[src/rtl/periph_bus_arbiter_if.sv]
// periph_bus_arbiter_if: request/response bundle between one bus master and the
// peripheral bus arbiter. The master drives the request and the arbiter returns
// the completion pulse, read data and error flag.
interface periph_bus_arbiter_if #(
    parameter int ADDR_W  = 64,
    parameter int DATA_W  = 64,
    parameter int STORE_W = 2
);
    logic               valid;
    logic [ADDR_W-1:0]  addr;
    logic [DATA_W-1:0]  wdata;
    logic [STORE_W-1:0] store_type;
    logic [DATA_W-1:0]  rdata;
    logic               ready;
    logic               err;

    // Requesting side: core data port, DMA engine or debug port.
    modport master (
        output valid,
        output addr,
        output wdata,
        output store_type,
        input  rdata,
        input  ready,
        input  err
    );

    // Arbiter side: accepts the request and returns the completion.
    modport slave (
        input  valid,
        input  addr,
        input  wdata,
        input  store_type,
        output rdata,
        output ready,
        output err
    );
endinterface

[src/rtl/periph_bus_arbiter.sv]
// periph_bus_arbiter: two-master round-robin arbiter and sequencer for the shared
// peripheral data bus (timer, VGA, stdout). One access is in flight at a time:
// IDLE grants, REQ/WAIT hold a registered slave request until s_ack, RESP returns
// a one-cycle ready pulse to the granted master.
// Optional feature macro: PERIPH_ARB_TIMEOUT_EN. When defined, a WAIT that sees
// no s_ack within TIMEOUT cycles completes with err = 1 and rdata = 0. When
// undefined, WAIT only exits on s_ack and both err outputs are tied low.
module periph_bus_arbiter #(
    parameter int ADDR_W  = 64,
    parameter int DATA_W  = 64,
    parameter int STORE_W = 2,
    parameter int TIMEOUT = 16
) (
    input  logic                 clock,
    input  logic                 reset_n,

    periph_bus_arbiter_if.slave  m0,
    periph_bus_arbiter_if.slave  m1,

    output logic                 s_valid,
    output logic [ADDR_W-1:0]    s_addr,
    output logic [DATA_W-1:0]    s_wdata,
    output logic [STORE_W-1:0]   s_store_type,
    input  logic [DATA_W-1:0]    s_rdata,
    input  logic                 s_ack,

    output logic                 busy
);

    // The timeout counter is eight bits wide, so the setting must fit 2..255.
    if (TIMEOUT < 2 || TIMEOUT > 255) begin : g_bad_timeout
        $error("periph_bus_arbiter: TIMEOUT must be in 2..255");
    end

    typedef enum logic [1:0] {
        IDLE = 2'd0,
        REQ  = 2'd1,
        WAIT = 2'd2,
        RESP = 2'd3
    } state_t;

    state_t             state_q,        state_d;
    logic               last_grant_q,   last_grant_d;
    logic               grant_q,        grant_d;
    logic               s_valid_q,      s_valid_d;
    logic [ADDR_W-1:0]  s_addr_q,       s_addr_d;
    logic [DATA_W-1:0]  s_wdata_q,      s_wdata_d;
    logic [STORE_W-1:0] s_store_type_q, s_store_type_d;
    logic               ack_seen_q,     ack_seen_d;
    logic [DATA_W-1:0]  cap_data_q,     cap_data_d;
    logic               m0_ready_q,     m0_ready_d;
    logic               m1_ready_q,     m1_ready_d;
    logic [DATA_W-1:0]  m0_rdata_q,     m0_rdata_d;
    logic [DATA_W-1:0]  m1_rdata_q,     m1_rdata_d;

    logic               new_grant;
    logic               resp_fire;
    logic [DATA_W-1:0]  resp_data;

`ifdef PERIPH_ARB_TIMEOUT_EN
    localparam logic [7:0] TO_LAST = 8'(TIMEOUT - 1);

    logic [7:0]         cnt_q,          cnt_d;
    logic               m0_err_q,       m0_err_d;
    logic               m1_err_q,       m1_err_d;
    logic               resp_err;
`endif

    // Round-robin choice: a lone requester wins, a tie goes to the master not served last.
    always_comb begin
        new_grant = 1'b0;
        if (m0.valid && m1.valid) begin
            new_grant = ~last_grant_q;
        end else begin
            new_grant = m1.valid;
        end
    end

    // Next-state, request capture and response generation for the access sequencer.
    always_comb begin
        state_d        = state_q;
        last_grant_d   = last_grant_q;
        grant_d        = grant_q;
        s_valid_d      = s_valid_q;
        s_addr_d       = s_addr_q;
        s_wdata_d      = s_wdata_q;
        s_store_type_d = s_store_type_q;
        ack_seen_d     = ack_seen_q;
        cap_data_d     = cap_data_q;
        m0_ready_d     = 1'b0;
        m1_ready_d     = 1'b0;
        m0_rdata_d     = m0_rdata_q;
        m1_rdata_d     = m1_rdata_q;
        resp_fire      = 1'b0;
        resp_data      = cap_data_q;
`ifdef PERIPH_ARB_TIMEOUT_EN
        cnt_d          = cnt_q;
        m0_err_d       = m0_err_q;
        m1_err_d       = m1_err_q;
        resp_err       = 1'b0;
`endif

        unique case (state_q)
            IDLE: begin
                if (m0.valid || m1.valid) begin
                    grant_d        = new_grant;
                    last_grant_d   = new_grant;
                    s_valid_d      = 1'b1;
                    s_addr_d       = new_grant ? m1.addr       : m0.addr;
                    s_wdata_d      = new_grant ? m1.wdata      : m0.wdata;
                    s_store_type_d = new_grant ? m1.store_type : m0.store_type;
                    ack_seen_d     = 1'b0;
                    state_d        = REQ;
                end
            end

            REQ: begin
                // An early ack is remembered so WAIT can finish on its first cycle.
                if (s_ack) begin
                    ack_seen_d = 1'b1;
                    cap_data_d = s_rdata;
                end
                state_d = WAIT;
            end

            WAIT: begin
`ifdef PERIPH_ARB_TIMEOUT_EN
                cnt_d = cnt_q + 8'd1;
`endif
                if (ack_seen_q || s_ack) begin
                    resp_fire = 1'b1;
                    resp_data = ack_seen_q ? cap_data_q : s_rdata;
`ifdef PERIPH_ARB_TIMEOUT_EN
                    resp_err  = 1'b0;
                end else if (cnt_q == TO_LAST) begin
                    resp_fire = 1'b1;
                    resp_data = '0;
                    resp_err  = 1'b1;
`endif
                end
            end

            RESP: begin
                ack_seen_d = 1'b0;
`ifdef PERIPH_ARB_TIMEOUT_EN
                cnt_d      = 8'd0;
`endif
                state_d    = IDLE;
            end

            default: begin
                state_d = IDLE;
            end
        endcase

        // Completion: drop the slave request and present the result to the granted master only.
        if (resp_fire) begin
            state_d   = RESP;
            s_valid_d = 1'b0;
            if (grant_q) begin
                m1_ready_d = 1'b1;
                m1_rdata_d = resp_data;
`ifdef PERIPH_ARB_TIMEOUT_EN
                m1_err_d   = resp_err;
`endif
            end else begin
                m0_ready_d = 1'b1;
                m0_rdata_d = resp_data;
`ifdef PERIPH_ARB_TIMEOUT_EN
                m0_err_d   = resp_err;
`endif
            end
        end
    end

    // State and datapath registers; reset abandons any in-flight access and favours master 0.
    always_ff @(posedge clock or negedge reset_n) begin
        if (!reset_n) begin
            state_q        <= IDLE;
            last_grant_q   <= 1'b1;
            grant_q        <= 1'b0;
            s_valid_q      <= 1'b0;
            s_addr_q       <= '0;
            s_wdata_q      <= '0;
            s_store_type_q <= '0;
            ack_seen_q     <= 1'b0;
            cap_data_q     <= '0;
            m0_ready_q     <= 1'b0;
            m1_ready_q     <= 1'b0;
            m0_rdata_q     <= '0;
            m1_rdata_q     <= '0;
        end else begin
            state_q        <= state_d;
            last_grant_q   <= last_grant_d;
            grant_q        <= grant_d;
            s_valid_q      <= s_valid_d;
            s_addr_q       <= s_addr_d;
            s_wdata_q      <= s_wdata_d;
            s_store_type_q <= s_store_type_d;
            ack_seen_q     <= ack_seen_d;
            cap_data_q     <= cap_data_d;
            m0_ready_q     <= m0_ready_d;
            m1_ready_q     <= m1_ready_d;
            m0_rdata_q     <= m0_rdata_d;
            m1_rdata_q     <= m1_rdata_d;
        end
    end

`ifdef PERIPH_ARB_TIMEOUT_EN
    // Timeout counter and per-master error flags.
    always_ff @(posedge clock or negedge reset_n) begin
        if (!reset_n) begin
            cnt_q    <= 8'd0;
            m0_err_q <= 1'b0;
            m1_err_q <= 1'b0;
        end else begin
            cnt_q    <= cnt_d;
            m0_err_q <= m0_err_d;
            m1_err_q <= m1_err_d;
        end
    end

    assign m0.err = m0_err_q;
    assign m1.err = m1_err_q;
`else
    assign m0.err = 1'b0;
    assign m1.err = 1'b0;
`endif

    assign m0.ready     = m0_ready_q;
    assign m0.rdata     = m0_rdata_q;
    assign m1.ready     = m1_ready_q;
    assign m1.rdata     = m1_rdata_q;

    assign s_valid      = s_valid_q;
    assign s_addr       = s_addr_q;
    assign s_wdata      = s_wdata_q;
    assign s_store_type = s_store_type_q;

    assign busy         = (state_q != IDLE);

endmodule

[src/flat_wrapper.sv]
// flat-port wrapper written by rule: the top's interface ports become plain ports
module periph_bus_arbiter_flat 
#(
    parameter int ADDR_W  = 64,
    parameter int DATA_W  = 64,
    parameter int STORE_W = 2,
    parameter int TIMEOUT = 16
)
  (clock, reset_n, s_valid, s_addr, s_wdata, s_store_type, s_rdata, s_ack, busy, m0_valid, m0_addr, m0_wdata, m0_store_type, m0_rdata, m0_ready, m0_err, m1_valid, m1_addr, m1_wdata, m1_store_type, m1_rdata, m1_ready, m1_err);
  periph_bus_arbiter_if #(.ADDR_W(ADDR_W), .DATA_W(DATA_W), .STORE_W(STORE_W)) m0_i ();
  periph_bus_arbiter_if #(.ADDR_W(ADDR_W), .DATA_W(DATA_W), .STORE_W(STORE_W)) m1_i ();
  input  logic clock;
  input  logic reset_n;
  output logic s_valid;
  output logic [ADDR_W-1:0] s_addr;
  output logic [DATA_W-1:0] s_wdata;
  output logic [STORE_W-1:0] s_store_type;
  input  logic [DATA_W-1:0] s_rdata;
  input  logic s_ack;
  output logic busy;
  input wire logic [$bits(m0_i.valid)-1:0] m0_valid;
  input wire logic [$bits(m0_i.addr)-1:0] m0_addr;
  input wire logic [$bits(m0_i.wdata)-1:0] m0_wdata;
  input wire logic [$bits(m0_i.store_type)-1:0] m0_store_type;
  output wire logic [$bits(m0_i.rdata)-1:0] m0_rdata;
  output wire logic [$bits(m0_i.ready)-1:0] m0_ready;
  output wire logic [$bits(m0_i.err)-1:0] m0_err;
  input wire logic [$bits(m1_i.valid)-1:0] m1_valid;
  input wire logic [$bits(m1_i.addr)-1:0] m1_addr;
  input wire logic [$bits(m1_i.wdata)-1:0] m1_wdata;
  input wire logic [$bits(m1_i.store_type)-1:0] m1_store_type;
  output wire logic [$bits(m1_i.rdata)-1:0] m1_rdata;
  output wire logic [$bits(m1_i.ready)-1:0] m1_ready;
  output wire logic [$bits(m1_i.err)-1:0] m1_err;
  assign m0_i.valid = m0_valid;
  assign m0_i.addr = m0_addr;
  assign m0_i.wdata = m0_wdata;
  assign m0_i.store_type = m0_store_type;
  assign m0_rdata = m0_i.rdata;
  assign m0_ready = m0_i.ready;
  assign m0_err = m0_i.err;
  assign m1_i.valid = m1_valid;
  assign m1_i.addr = m1_addr;
  assign m1_i.wdata = m1_wdata;
  assign m1_i.store_type = m1_store_type;
  assign m1_rdata = m1_i.rdata;
  assign m1_ready = m1_i.ready;
  assign m1_err = m1_i.err;
  periph_bus_arbiter #(.ADDR_W(ADDR_W), .DATA_W(DATA_W), .STORE_W(STORE_W), .TIMEOUT(TIMEOUT)) u_core (.clock(clock), .reset_n(reset_n), .m0(m0_i), .m1(m1_i), .s_valid(s_valid), .s_addr(s_addr), .s_wdata(s_wdata), .s_store_type(s_store_type), .s_rdata(s_rdata), .s_ack(s_ack), .busy(busy));
endmodule
[config.mk]
export PLATFORM = sky130hd
export DESIGN_NAME = periph_bus_arbiter_flat
export DESIGN_NICKNAME = d
export VERILOG_FILES = /design/src/rtl/periph_bus_arbiter_if.sv /design/src/rtl/periph_bus_arbiter.sv /design/src/flat_wrapper.sv
export SDC_FILE = /design/constraint.sdc
export NUM_CORES = 1
export LEC_CHECK = 0
export BUFFER_PORTS_ARGS = -buffer_cell sky130_fd_sc_hd__buf_4
export CAP_MARGIN = 20
export CORE_AREA = 4 4 229 231
export CTS_CLUSTER_DIAMETER = 60
export DETAILED_ROUTE_END_ITERATION = 10
export DIE_AREA = 0 0 233 235
export GPL_TIMING_DRIVEN = 0
export SYNTH_ARGS = -nofsm -noshare
export SYNTH_HDL_FRONTEND = slang
export SYNTH_SLANG_ARGS = --single-unit
export TNS_END_PERCENT = 100
[constraint.sdc]
create_clock -name clock -period 1.68 [get_ports clock]
set_input_delay 0.336 -clock clock [delete_from_list [all_inputs] [get_ports clock]]
set_output_delay 0.336 -clock clock [all_outputs]
set_load 0.05 [all_outputs]
Yosys cells after proc, flatten, opt, wreduce, memory -nomap -nowiden
Index checks and enable logic that the tools add are counted.
{"block": "word_totals", "regBits": 330, "in_bits": 329, "output_inout_bits": 264, "wordCells": 59}
{"block": "classes", "n_eq_ne": 6, "muxes": 22, "bitwise": 2, "n_reduce_logical": 16}
{"cell": "$mux W64", "n": 5}
{"cell": "$mux W1", "n": 12}
{"cell": "$reduce_and A2 Y1", "n": 6}
{"cell": "$mux W2", "n": 3}
{"cell": "$pmux W2 S3", "n": 1}
{"cell": "$reduce_bool A2 Y1", "n": 3}
{"cell": "$eq A2 B2 Y1 const B", "n": 2}
{"cell": "$reduce_bool A4 Y1", "n": 1}
{"cell": "$ne A3 B1 Y1 const B", "n": 1}
{"cell": "$pmux W1 S3", "n": 1}
{"cell": "$reduce_and A3 Y1", "n": 1}
{"cell": "$reduce_bool A3 Y1", "n": 1}
{"cell": "$eq A2 B1 Y1 const B", "n": 1}
{"cell": "$logic_not A2 Y1", "n": 1}
{"cell": "$logic_or A1 B1 Y1", "n": 2}
{"cell": "$ne A2 B1 Y1 const B", "n": 1}
{"cell": "$ne A2 B2 Y1 const B", "n": 1}
{"cell": "$not A1 Y1", "n": 2}
{"cell": "$logic_and A1 B1 Y1", "n": 1}

Logic depth before layout (Yosys ltp)
Gate-level depths: netlist (run 1).
{"block": "logic_depth", "word_depth": 5, "depth_mapped": 6, "mapped_depth_nobuf": 4}

Least setup slack after synthesis (run 1)
OpenSTA, ideal clock, no wires.
{"block": "synth_path", "kind": "reg2reg", "start": "register u_core.state_q[1]", "end": "register u_core.s_addr_q[57], in the netlist u_core.s_addr[57]", "arrival_ps": 1783, "path_slack_ps": -228, "stages_incl_launch_ff": 7, "period_less_slack_ps": 1908, "cell_sequence": "dfrtp_1 nor2_1 inv_1 nor2_1 buf_4 buf_4 mux2_2"}
{"block": "synth_between", "elab_chain_cells": 2}
{"item": "from (decl)", "line": "periph_bus_arbiter.sv:42", "text": "state_t state_q, state_d;"}
{"item": "from (signal assigned)", "line": "periph_bus_arbiter.sv:193", "text": "state_q <= state_d;"}
{"item": "$logic_not A2 Y1", "line": "periph_bus_arbiter.sv:103", "text": "unique case (state_q)"}
{"item": "$reduce_and A2 Y1 (no line)"}
{"item": "to (signal assigned)", "line": "periph_bus_arbiter.sv:197", "text": "s_addr_q <= s_addr_d;"}
{"item": "to (decl)", "line": "periph_bus_arbiter.sv:46", "text": "logic [ADDR_W-1:0] s_addr_q, s_addr_d;"}
Every way passes these cells.
A chain may end at the register's enable or synchronous reset.

Worst setup path after layout (run 1)
{"block": "layout_path", "start": "register u_core.last_grant_q", "end": "register u_core.s_wdata_q[13], in the netlist u_core.s_wdata[13]"}
{"block": "layout_between", "elab_chain_cells": 3}
{"item": "from (decl)", "line": "periph_bus_arbiter.sv:43", "text": "logic last_grant_q, last_grant_d;"}
{"item": "from (signal assigned)", "line": "periph_bus_arbiter.sv:194", "text": "last_grant_q <= last_grant_d;"}
{"item": "$not A1 Y1", "line": "periph_bus_arbiter.sv:73", "text": "new_grant = ~last_grant_q;"}
{"item": "$mux W1", "line": "periph_bus_arbiter.sv:72", "text": "if (m0.valid && m1.valid) begin"}
{"item": "$mux W64", "line": "periph_bus_arbiter.sv:110", "text": "s_wdata_d = new_grant ? m1.wdata : m0.wdata;"}
{"item": "to (signal assigned)", "line": "periph_bus_arbiter.sv:198", "text": "s_wdata_q <= s_wdata_d;"}
{"item": "to (decl)", "line": "periph_bus_arbiter.sv:47", "text": "logic [DATA_W-1:0] s_wdata_q, s_wdata_d;"}
Every way passes these cells.

==> results of run 1 <==
==> how the worst max path moves through the flow <==
stage / to / cells after the start
detailed placement: u_core.m1.rdata[5] / 6
global route: u_core.s_wdata[14] / 6
finish: u_core.s_wdata[13] / 6
floorplan: u_core.s_addr[38] / 6
global placement: u_core.s_addr[29] / 1
CTS: u_core.s_addr[39] / 6
==> metal layers <==
metal  vias to the layer above  GRT usage (%)
met5                         -              0
met4                         4           7.26
met3                       119           5.38
met2                       561           36.9
met1                      6890           27.2
li1                       5896              -
==> area by class of cell <==
| type | instances | area (um^2) |
|---|---|---|
| timing repair buffer | 647 | 5340 |
| clock inverter | 10 | 72.6 |
| multi-input combinational | 738 | 8360 |
| antenna | 2 | 5.00 |
| inverter | 1 | 6.26 |
| fill | 4350 | 24800 |
| buffer | 105 | 1200 |
| clock buffer | 61 | 1170 |
| sequential | 330 | 8260 |
| tap | 672 | 841 |
==> worst max-delay path: stages, from the launching register on <==
cell and delay (ns):
dfstp_2 0.54, a21bo_1 0.12, buf_6 0.14, buf_12 0.17, buf_12 0.16, mux2_4 0.33
mux2_4 0.26
==> cells in the final DEF, fill, tap and decap left out, types with 9 or more instances in the layout <==
cell type,instances
buf_12,33
buf_16,10
dfrtp_1,328
o32ai_2,85
clkbuf_8,13
buf_2,11
clkbuf_1,13
nor2_1,132
buf_4,623
o32ai_4,39
buf_8,9
mux2_4,184
o22ai_1,128
mux2_2,140
clkbuf_2,13
clkbuf_16,49
buf_6,16
clkbuf_4,20
==> per-stage QoR <==
| stage | instances | worst slack (ns) |
|---|---|---|
| CTS | 2543 | -0.202 |
| global route | 2566 | -0.218 |
| global placement | 2440 | -2.92 |
| floorplan | 1178 | -0.0127 |
| detailed placement | 2442 | -0.577 |
| finish | 2566 | -0.188 |
==> timing repair <==
item                                   4_1_cts  5_1_grt
pin swaps                                   70       47
hold buffers                                 2        0
setup buffers                               21       15
setup endpoints to repair                  321      455
cloned                                      11        9
endpoints found under the hold margin      100        0
resized for setup                          242      178
==> registers in the layout, indices dropped and copies added, names as in the netlist <==
signal	cells
u_core.m0.rdata	64
u_core.cap_data_q	64
u_core.m0.ready	1
u_core.s_addr	64
u_core.grant_q	1
u_core.m1.ready	1
u_core.state_q	2
u_core.s_valid	1
u_core.s_store_type	2
u_core.s_wdata	64
u_core.ack_seen_q	1
u_core.last_grant_q	1
u_core.m1.rdata	64
==> logic make-up (layout without fill, tap and decap cells) <==
group	after synthesis	in the layout	synth area share [%]
XOR/XNOR	1	1	0.0558
multiplexers	324	324	27.0
AO/OA/AOI/OAI	265	265	12.6
AND/OR/NAND/NOR	145	146	3.72
other	1	4	0.0239
buffers and inverters	111	824	3.95
flip-flops	330	330	52.6
==> power groups by stage <==
stage                     combinational [mW]  clock (mW)  sequential [mW]
after floorplan                         10.4           0             24.1
after global placement                  29.2           0             14.5
after detailed placement                29.5           0             14.7
after CTS                               32.6        8.52             14.7
after global routing                    35.6        8.83             15.4
final                                   34.2        8.33             15.0
==> run_results.csv, run 1 <==
group,metric,value,unit
sta,fin_skew,0.0145,ns
synth,avgSynthCellArea,13.3,um^2
placed_design,hpwl,45300,um
synth,yosys.area.top_type,"dfrtp_1",
sta,fmax,535,MHz
clocking,clk_pin_slew,0.06,ns
pwr,p_leak,11.6,nW
pwr,p_int,30.8,mW
hold_path,hold_depth,2,
cells_and_area,final_core_util,50.4,%
placed_design,gp_congestion,0.952,
pwr,pwr-share-comb,59.4,%
drt,wl_met3,4880,um
synth,post-synth-top-count-cell,"dfrtp_1",
floorplan,num_io_pins,593,
cells_and_area,nets,2193,
floorplan,fp-row-count,82,
grt,grt_max_degree,121,
pwr,power_density,2280,nW/um^2
synth,synthArstFlopShare,100,%
run_status,status,"finished with violations",
synth,synth_ff_type,"dfrtp_1",
cells_and_area,design_area,25300,um^2
setup_path,regToRegEndpoint,"u_core.s_wdata[13]",
synth,yosysSeqAreaShare,52.6,%
setup_path,worstSetupStartpointType,"flop",
floorplan,initial_core_util,31.3,%
setup_path,criticalPathCategory,"reg -> reg",
drt,top_layer_used,"met5",
setup_path,crit_required,2.10,ns
setup_path,path_max_fanout,10,
flow_run,drv_cap,0,
drt,wl_per_cell,25.2,um
sta,rsz0062_at_grt,"yes",
synth,synth_common_cells,"329 x dfrtp_1, 167 x mux2_2, 157 x mux2_4",
setup_path,r2r-start,"u_core.last_grant_q",
clocking,cts_tree,"done",
drt,drt-initial-drc-count,669,
clocking,htreeDepth,2,
grt,antenna_found_initial,4,
synth,synth_top_cell_area_share,52.5,%
sta,hold_viol_final,0,
hold_path,hold_path_end,"u_core.cap_data_q[47]",
placed_design,place_area,21200,um^2
drt,drt-vias-per-instance,5.25,
pwr,clkPwrFrac,14.5,%
setup_path,cp-end-kind,"flop",
synth,synthesis.area,15700,um^2
pwr,p_sw_share,46.5,%
sta,worst_pin_slew,0.681,ns
placed_design,portBuffers,590,
pwr,peakVddDrop,1.27,mV
hold_path,hold_path_class,"in -> reg",
drt,via_count,13500,
clocking,cts.path.max_buffers,3,
sta,finalMaxSlewViolations,0,
sta,fin_crit_sh,111,%
sta,max-slew-margin-rel,54.6,%
clocking,clock_sinks,330,
synth,synth-seq-cells,330,
cells_and_area,syn_to_final_growth,60.9,%
grt,grt_pass1_vias,14200,
cells_and_area,drive_gt1_share,67.1,%
pwr,seqPwrFrac,26.1,%
drt,wl_met1,26200,um
drt,routed_wl,64800,um
synth,netlist_instances,1177,
floorplan,coreArea,50100,um^2
pwr,p_total,57.5,mW
floorplan,fp.dieW,233,um
floorplan,dieArea,54800,um^2
setup_path,cp-startpoint,"u_core.last_grant_q",
grt,grt_overflow,0,
clocking,clockRootBuffer,"clkbuf_16",
drt,dr_wl_met2,31600,um
clocking,insertion_delay,0.56,ns
clocking,cts_made_buffers,41,
synth,synth_area_leaders,"dfrtp_1 52%, mux2_4 15%, mux2_2 12%",
floorplan,die_h,235,um
pwr,p_sw,26.8,mW
grt,grt_use_total,21.8,%
sta,worst_slack,-0.188,ns
grt,grt_pass1_wl,91800,um
synth,synth_cell_type_count,32,
setup_path,arrival,2.29,ns
sta,fin_hold_ws,0.0514,ns
sta,finalCriticalPeriod,1.87,ns
synth,synth_edf_count,0,
setup_path,rrSetupSlack,-0.19,ns
hold_path,min_from,"s_rdata[47]",
sta,setup_violations,243,
sta,fin_setup_tns,-25.75,ns
drt,ant_nets,0,
drt,drt_pre_antenna_iters,5,
synth,yosys_warnings,0,
run_status,violations,"negative setup slack",
drt,drt_drc_violations_left,0,
setup_path,reg2reg_depth,6,
Note: power is estimated with default switching activity, not from simulation.
==> run 2: changes to the inputs <==
- RECOVER_POWER: unset -> 50
==> run_results.csv, run 2 (synthesis gave the netlist of run 1 again) <==
group,metric,value,unit
run_status,status,"finished with violations",
run_status,violations,"negative setup slack",
placed_design,portBuffers,590,
clocking,clk_pin_slew,0.06,ns
setup_path,r2r-start,"u_core.last_grant_q",
setup_path,crit_required,2.10,ns
pwr,p_sw_share,47.3,%
sta,finalCriticalPeriod,1.87,ns
grt,grt_pass1_vias,14200,
floorplan,num_io_pins,593,
grt,grt_pass1_wl,91800,um
clocking,cts_tree,"done",
drt,drt-vias-per-instance,5.23,
cells_and_area,drive_gt1_share,66.9,%
pwr,pwr-share-comb,58.7,%
hold_path,hold_path_class,"in -> reg",
setup_path,endpoint,"u_core.s_wdata[13]",
placed_design,dp.cells,2442,
setup_path,cp-end-kind,"flop",
drt,drt_pre_antenna_iters,5,
flow_run,drv_cap,0,
sta,max-slew-margin-rel,51.6,%
pwr,clkPwrFrac,14.7,%
setup_path,reg2reg_depth,6,
drt,via_count,13400,
floorplan,fp.dieW,233,um
cells_and_area,final_cell_mix,"500 x buf_4, 328 x dfrtp_1, 184 x mux2_4, 140 x mux2_2, 135 x clkbuf_2",
clocking,htreeDepth,2,
sta,worst_pin_slew,0.726,ns
drt,wl_per_cell,25.1,um
pwr,p_int,29.8,mW
setup_path,regToRegEndpoint,"u_core.s_wdata[13]",
drt,drt_drc_violations_left,0,
sta,fin_setup_tns,-28.44,ns
placed_design,gp_congestion,0.952,
clocking,cts.path.max_buffers,3,
sta,worst_slack,-0.185,ns
setup_path,path_max_fanout,10,
pwr,peakVddDrop,1.28,mV
setup_path,criticalPathCategory,"reg -> reg",
pwr,p_sw,26.7,mW
floorplan,dieArea,54800,um^2
cells_and_area,nets,2193,
floorplan,initial_core_util,31.3,%
clocking,clock_sinks,330,
clocking,clockRootBuffer,"clkbuf_16",
setup_path,worstSetupStartpointType,"flop",
sta,setup_violations,299,
setup_path,cp-startpoint,"u_core.last_grant_q",
grt,antenna_found_initial,4,
sta,hold_viol_final,0,
floorplan,die_h,235,um
setup_path,rrSetupSlack,-0.19,ns
drt,routed_wl,64500,um
cells_and_area,fin_cells,2566,
pwr,p_leak,11.5,nW
pwr,seqPwrFrac,26.5,%
clocking,insertion_delay,0.55,ns
setup_path,arrival,2.29,ns
sta,rsz0062_at_grt,"yes",
sta,fin_skew,0.0115,ns
sta,fin_crit_sh,111,%
pwr,power_density,2270,nW/um^2
drt,drt-initial-drc-count,652,
cells_and_area,final_core_util,49.7,%
floorplan,fp-row-count,82,
cells_and_area,syn_to_final_growth,58.7,%
clocking,cts_made_buffers,41,
grt,grt_overflow,0,
sta,fmax,536,MHz
drt,ant_nets,0,
placed_design,hpwl,45300,um
floorplan,coreArea,50100,um^2
grt,grt_use_total,21.8,%
cells_and_area,final_common_cell,"buf_4",
sta,finalMaxSlewViolations,0,
grt,grt_max_degree,121,
## run 2: cell types whose count changed in the layout (fill, tap and decap cells not counted), moves of 2 or more
cell      delta
buf_4      -123
clkbuf_1     +3
buf_12       +2
clkbuf_2   +122
buf_16       -2
## run 2: through the flow
| stage | total power, mW | hold WS (ns) | setup slack [ns] | cell area, um^2 |
|---|---|---|---|---|
| 6_report | 56.4 | 0.0527 | -0.185 | 24900 |
| 3_5_place_dp | 44.2 | 0.454 | -0.577 | 21200 |
| 5_1_grt | 58.8 | 0.0318 | -0.218 | 24900 |
| 2_1_floorplan | 34.5 | 0.0404 | -0.0127 | 15900 |
| 4_1_cts | 55.8 | 0.00408 | -0.202 | 24100 |
| 3_3_place_gp | 43.7 | 0.477 | -2.92 | 21100 |
## run 2: worst min path at each step
stage          cells past startpoint      startpoint                     to  slack, ns
6_report                           2      s_rdata[1]   u_core.cap_data_q[1]       0.05
5_1_grt                            2      s_rdata[1]   u_core.cap_data_q[1]       0.03
4_1_cts                            2     s_rdata[13]  u_core.cap_data_q[13]      0.004
3_5_place_dp                       1         reset_n    u_core.m0.rdata[31]       0.45
3_3_place_gp                       1  u_core.s_valid         u_core.s_valid       0.48
2_1_floorplan                      0         reset_n      u_core.ack_seen_q       0.04
## run 2: critical path, cell delays in order (launching register included)
cell and delay [ns]:
dfstp_2 0.54, a21bo_1 0.12, buf_6 0.15, buf_12 0.17, buf_12 0.16, mux2_4 0.33, mux2_4 0.26
## run 2: final cells by class
type                    instances  area [um^2]
diodes                          2         5.00
plain buffers                 105         1190
clock buffers                  61         1170
clock inverters                10         72.6
fillers                      4424        25200
inverters                       1         6.26
multi-input cells             738         8360
flip-flops and latches        330         8260
well taps                     672          841
repair buffers                647         5000
## run 2: timing repair
item / CTS / global route
setup buffers: 21 / 15
hold endpoints to repair: 100 / 0
resized for setup: 242 / 178
hold buffers: 2 / 0
setup endpoints to repair: 321 / 455
pin swaps: 70 / 47
gates cloned: 11 / 9
## run 2: power groups by stage
stage                     sequential, mW  combinational [mW]  clock, mW
after global placement              14.5                29.2          0
after floorplan                     24.1                10.4          0
after detailed placement            14.7                29.5          0
after CTS                           14.7                32.6       8.52
after global routing                15.4                34.5       8.83
final                               15.0                33.1       8.32
## run 2: per-layer routing
metal | part of all wire [%] | global-route usage (%) | routed length [um]
met4 | 3.2 | 7.26 | 2080
met1 | 40 | 27.2 | 26100
met3 | 7.4 | 5.38 | 4760
met5 | 0.043 | 0 | 28
met2 | 49 | 36.9 | 31600
==> run 3: changes to the inputs <==
- CELL_PAD_IN_SITES_DETAIL_PLACEMENT: unset -> 0
- CELL_PAD_IN_SITES_GLOBAL_PLACEMENT: unset -> 1
- CORE_AREA: 4 4 229 231 -> 4 4 230 232
- DIE_AREA: 0 0 233 235 -> 0 0 234 236
- PLACE_DENSITY_LB_ADDON: unset -> 0.1
==> run_results.csv, run 3 (synthesis gave the netlist of run 1 again) <==
group,metric,value,unit
clocking,clk_pin_slew,0.06,ns
run_status,violations,"negative setup slack",
pwr,p_int,31.5,mW
cells_and_area,fillCellCount,4542,
pwr,peakVddDrop,1.13,mV
grt,grt_pass1_vias,13700,
sta,finalMaxSlewViolations,0,
sta,worst_pin_slew,0.882,ns
cells_and_area,nets,2196,
clocking,htreeDepth,2,
drt,drt_drc_violations_left,0,
grt,antenna_found_initial,7,
sta,fmax,542,MHz
grt,grt_pass1_wl,94400,um
hold_path,hold_path_class,"in -> reg",
pwr,p_sw_share,46.1,%
cells_and_area,drive_gt1_share,68.0,%
setup_path,cp-end-kind,"flop",
clocking,clockRootBuffer,"clkbuf_16",
grt,grt_max_degree,110,
drt,top_layer_used,"met5",
drt,drt-initial-drc-count,611,
floorplan,fp-row-count,83,
sta,fin_skew,0.0171,ns
placed_design,portBuffers,590,
clocking,cts.path.max_buffers,3,
floorplan,initial_core_util,30.8,%
grt,grt_use_total,22.9,%
placed_design,dp_worst_setup_slack,-0.567,ns
setup_path,reg2reg_depth,6,
clocking,insertion_delay,0.56,ns
drt,drt_pre_antenna_iters,5,
floorplan,die_h,236,um
floorplan,dieArea,55200,um^2
pwr,power_density,2270,nW/um^2
pwr,p_leak,11.8,nW
cells_and_area,final_common_cell,"buf_4",
placed_design,gp_congestion,0.896,
clocking,cts_made_buffers,40,
sta,max-slew-margin-rel,41.2,%
sta,worst_slack,-0.166,ns
setup_path,arrival,2.28,ns
setup_path,path_max_fanout,8,
setup_path,crit_required,2.12,ns
cells_and_area,syn_to_final_growth,63.9,%
pwr,p_sw,27.0,mW
setup_path,criticalPathCategory,"reg -> reg",
pwr,clkPwrFrac,15.4,%
sta,finalCriticalPeriod,1.85,ns
drt,wl_per_cell,26.5,um
clocking,clock_sinks,330,
hold_path,hold_depth,2,
flow_run,drv_cap,0,
sta,setup_violations,268,
sta,fin_hold_ws,0.0424,ns
drt,wl_met1,28000,um
floorplan,fp.dieW,234,um
pwr,p_total,58.5,mW
drt,routed_wl,68600,um
setup_path,worstSetupStartpointType,"flop",
drt,dr_wl_met2,34100,um
pwr,pwr-share-comb,59.0,%
sta,fin_crit_sh,110,%
floorplan,coreArea,51000,um^2
pwr,seqPwrFrac,25.7,%
placed_design,hpwl,48400,um
sta,rsz0062_at_grt,"yes",
cells_and_area,final_cell_mix,"618 x buf_4, 329 x dfrtp_1, 184 x mux2_4, 140 x mux2_2, 132 x nor2_1",
grt,grt_overflow,0,
run_status,status,"finished with violations",
floorplan,num_io_pins,593,
drt,ant_nets,0,
sta,hold_viol_final,0,
drt,drt-vias-per-instance,5.13,
clocking,cts_tree,"done",
drt,wl_met3,4540,um
drt,via_count,13300,
run 3: critical path: stages, from the launching register on:
cell and delay [ns]:
dfstp_2 0.52, a21bo_1 0.14, buf_12 0.16, buf_16 0.16
clkbuf_16 0.16, mux2_4 0.31, mux2_4 0.26
run 3: metal layers:
layer  vias to the layer above  global-route usage, %
met5                         -                      0
met4                         8                   6.79
met3                        97                   5.69
met2                       418                   39.2
met1                      6818                   28.6
li1                       5919                      -
run 3: layout make-up:
type / instances / area [um^2] / share of cell area, %
Clock buffer: 63 / 1220 / 4.74
Buffer: 103 / 1170 / 4.57
Tap cell: 680 / 851 / 3.31
Antenna cell: 5 / 12.5 / 0.0486
Timing Repair Buffer: 654 / 5510 / 21.4
Multi-Input combinational cell: 737 / 8550 / 33.3
Inverter: 1 / 6.26 / 0.0243
Clock inverter: 11 / 138 / 0.535
Sequential cell: 330 / 8260 / 32.1
run 3: stage by stage:
stage / std cells / utilization (%) / cell area [um^2] / setup TNS, ns
floorplan: 1178 / - / 15900 / -1.10
global placement: 2448 / 41.5 / 21200 / -1109.98
detailed placement: 2451 / 41.7 / 21200 / -107.70
CTS: 2553 / 46.9 / 23900 / -26.35
global route: 2581 / 50.4 / 25700 / -43.40
finish: 2584 / 50.5 / 25700 / -25.79
run 3: final timing paths:
path                                     start               endpoint  slack (ns)
max                        u_core.last_grant_q      u_core.s_addr[49]       -0.17
min                                s_rdata[23]  u_core.cap_data_q[23]        0.04
max reg2reg                u_core.last_grant_q      u_core.s_addr[49]       -0.17
min reg2reg                  u_core.s_addr[22]      u_core.s_addr[22]        0.50
max in group asynchronous              reset_n       u_core.s_addr[1]        0.18
min in group asynchronous              reset_n     u_core.s_wdata[34]        0.27
run 3: power by group through the flow:
stage,clock network (mW),registers (mW),logic [mW]
finish,8.99,15.0,34.5
detailed placement,0,14.6,29.8
floorplan,0,24.1,10.4
global placement,0,14.4,29.7
CTS,9.20,14.6,32.0
global route,9.55,15.5,36.0
run 3: repair_timing:
action | in CTS | in global routing
pin swaps | 26 | 74
hold buffers | 7 | 0
endpoints found under the hold margin | 50 | 0
setup endpoints to repair | 321 | 352
buffers inserted | 19 | 8
cloned | 6 | 21
resized for setup | 231 | 214
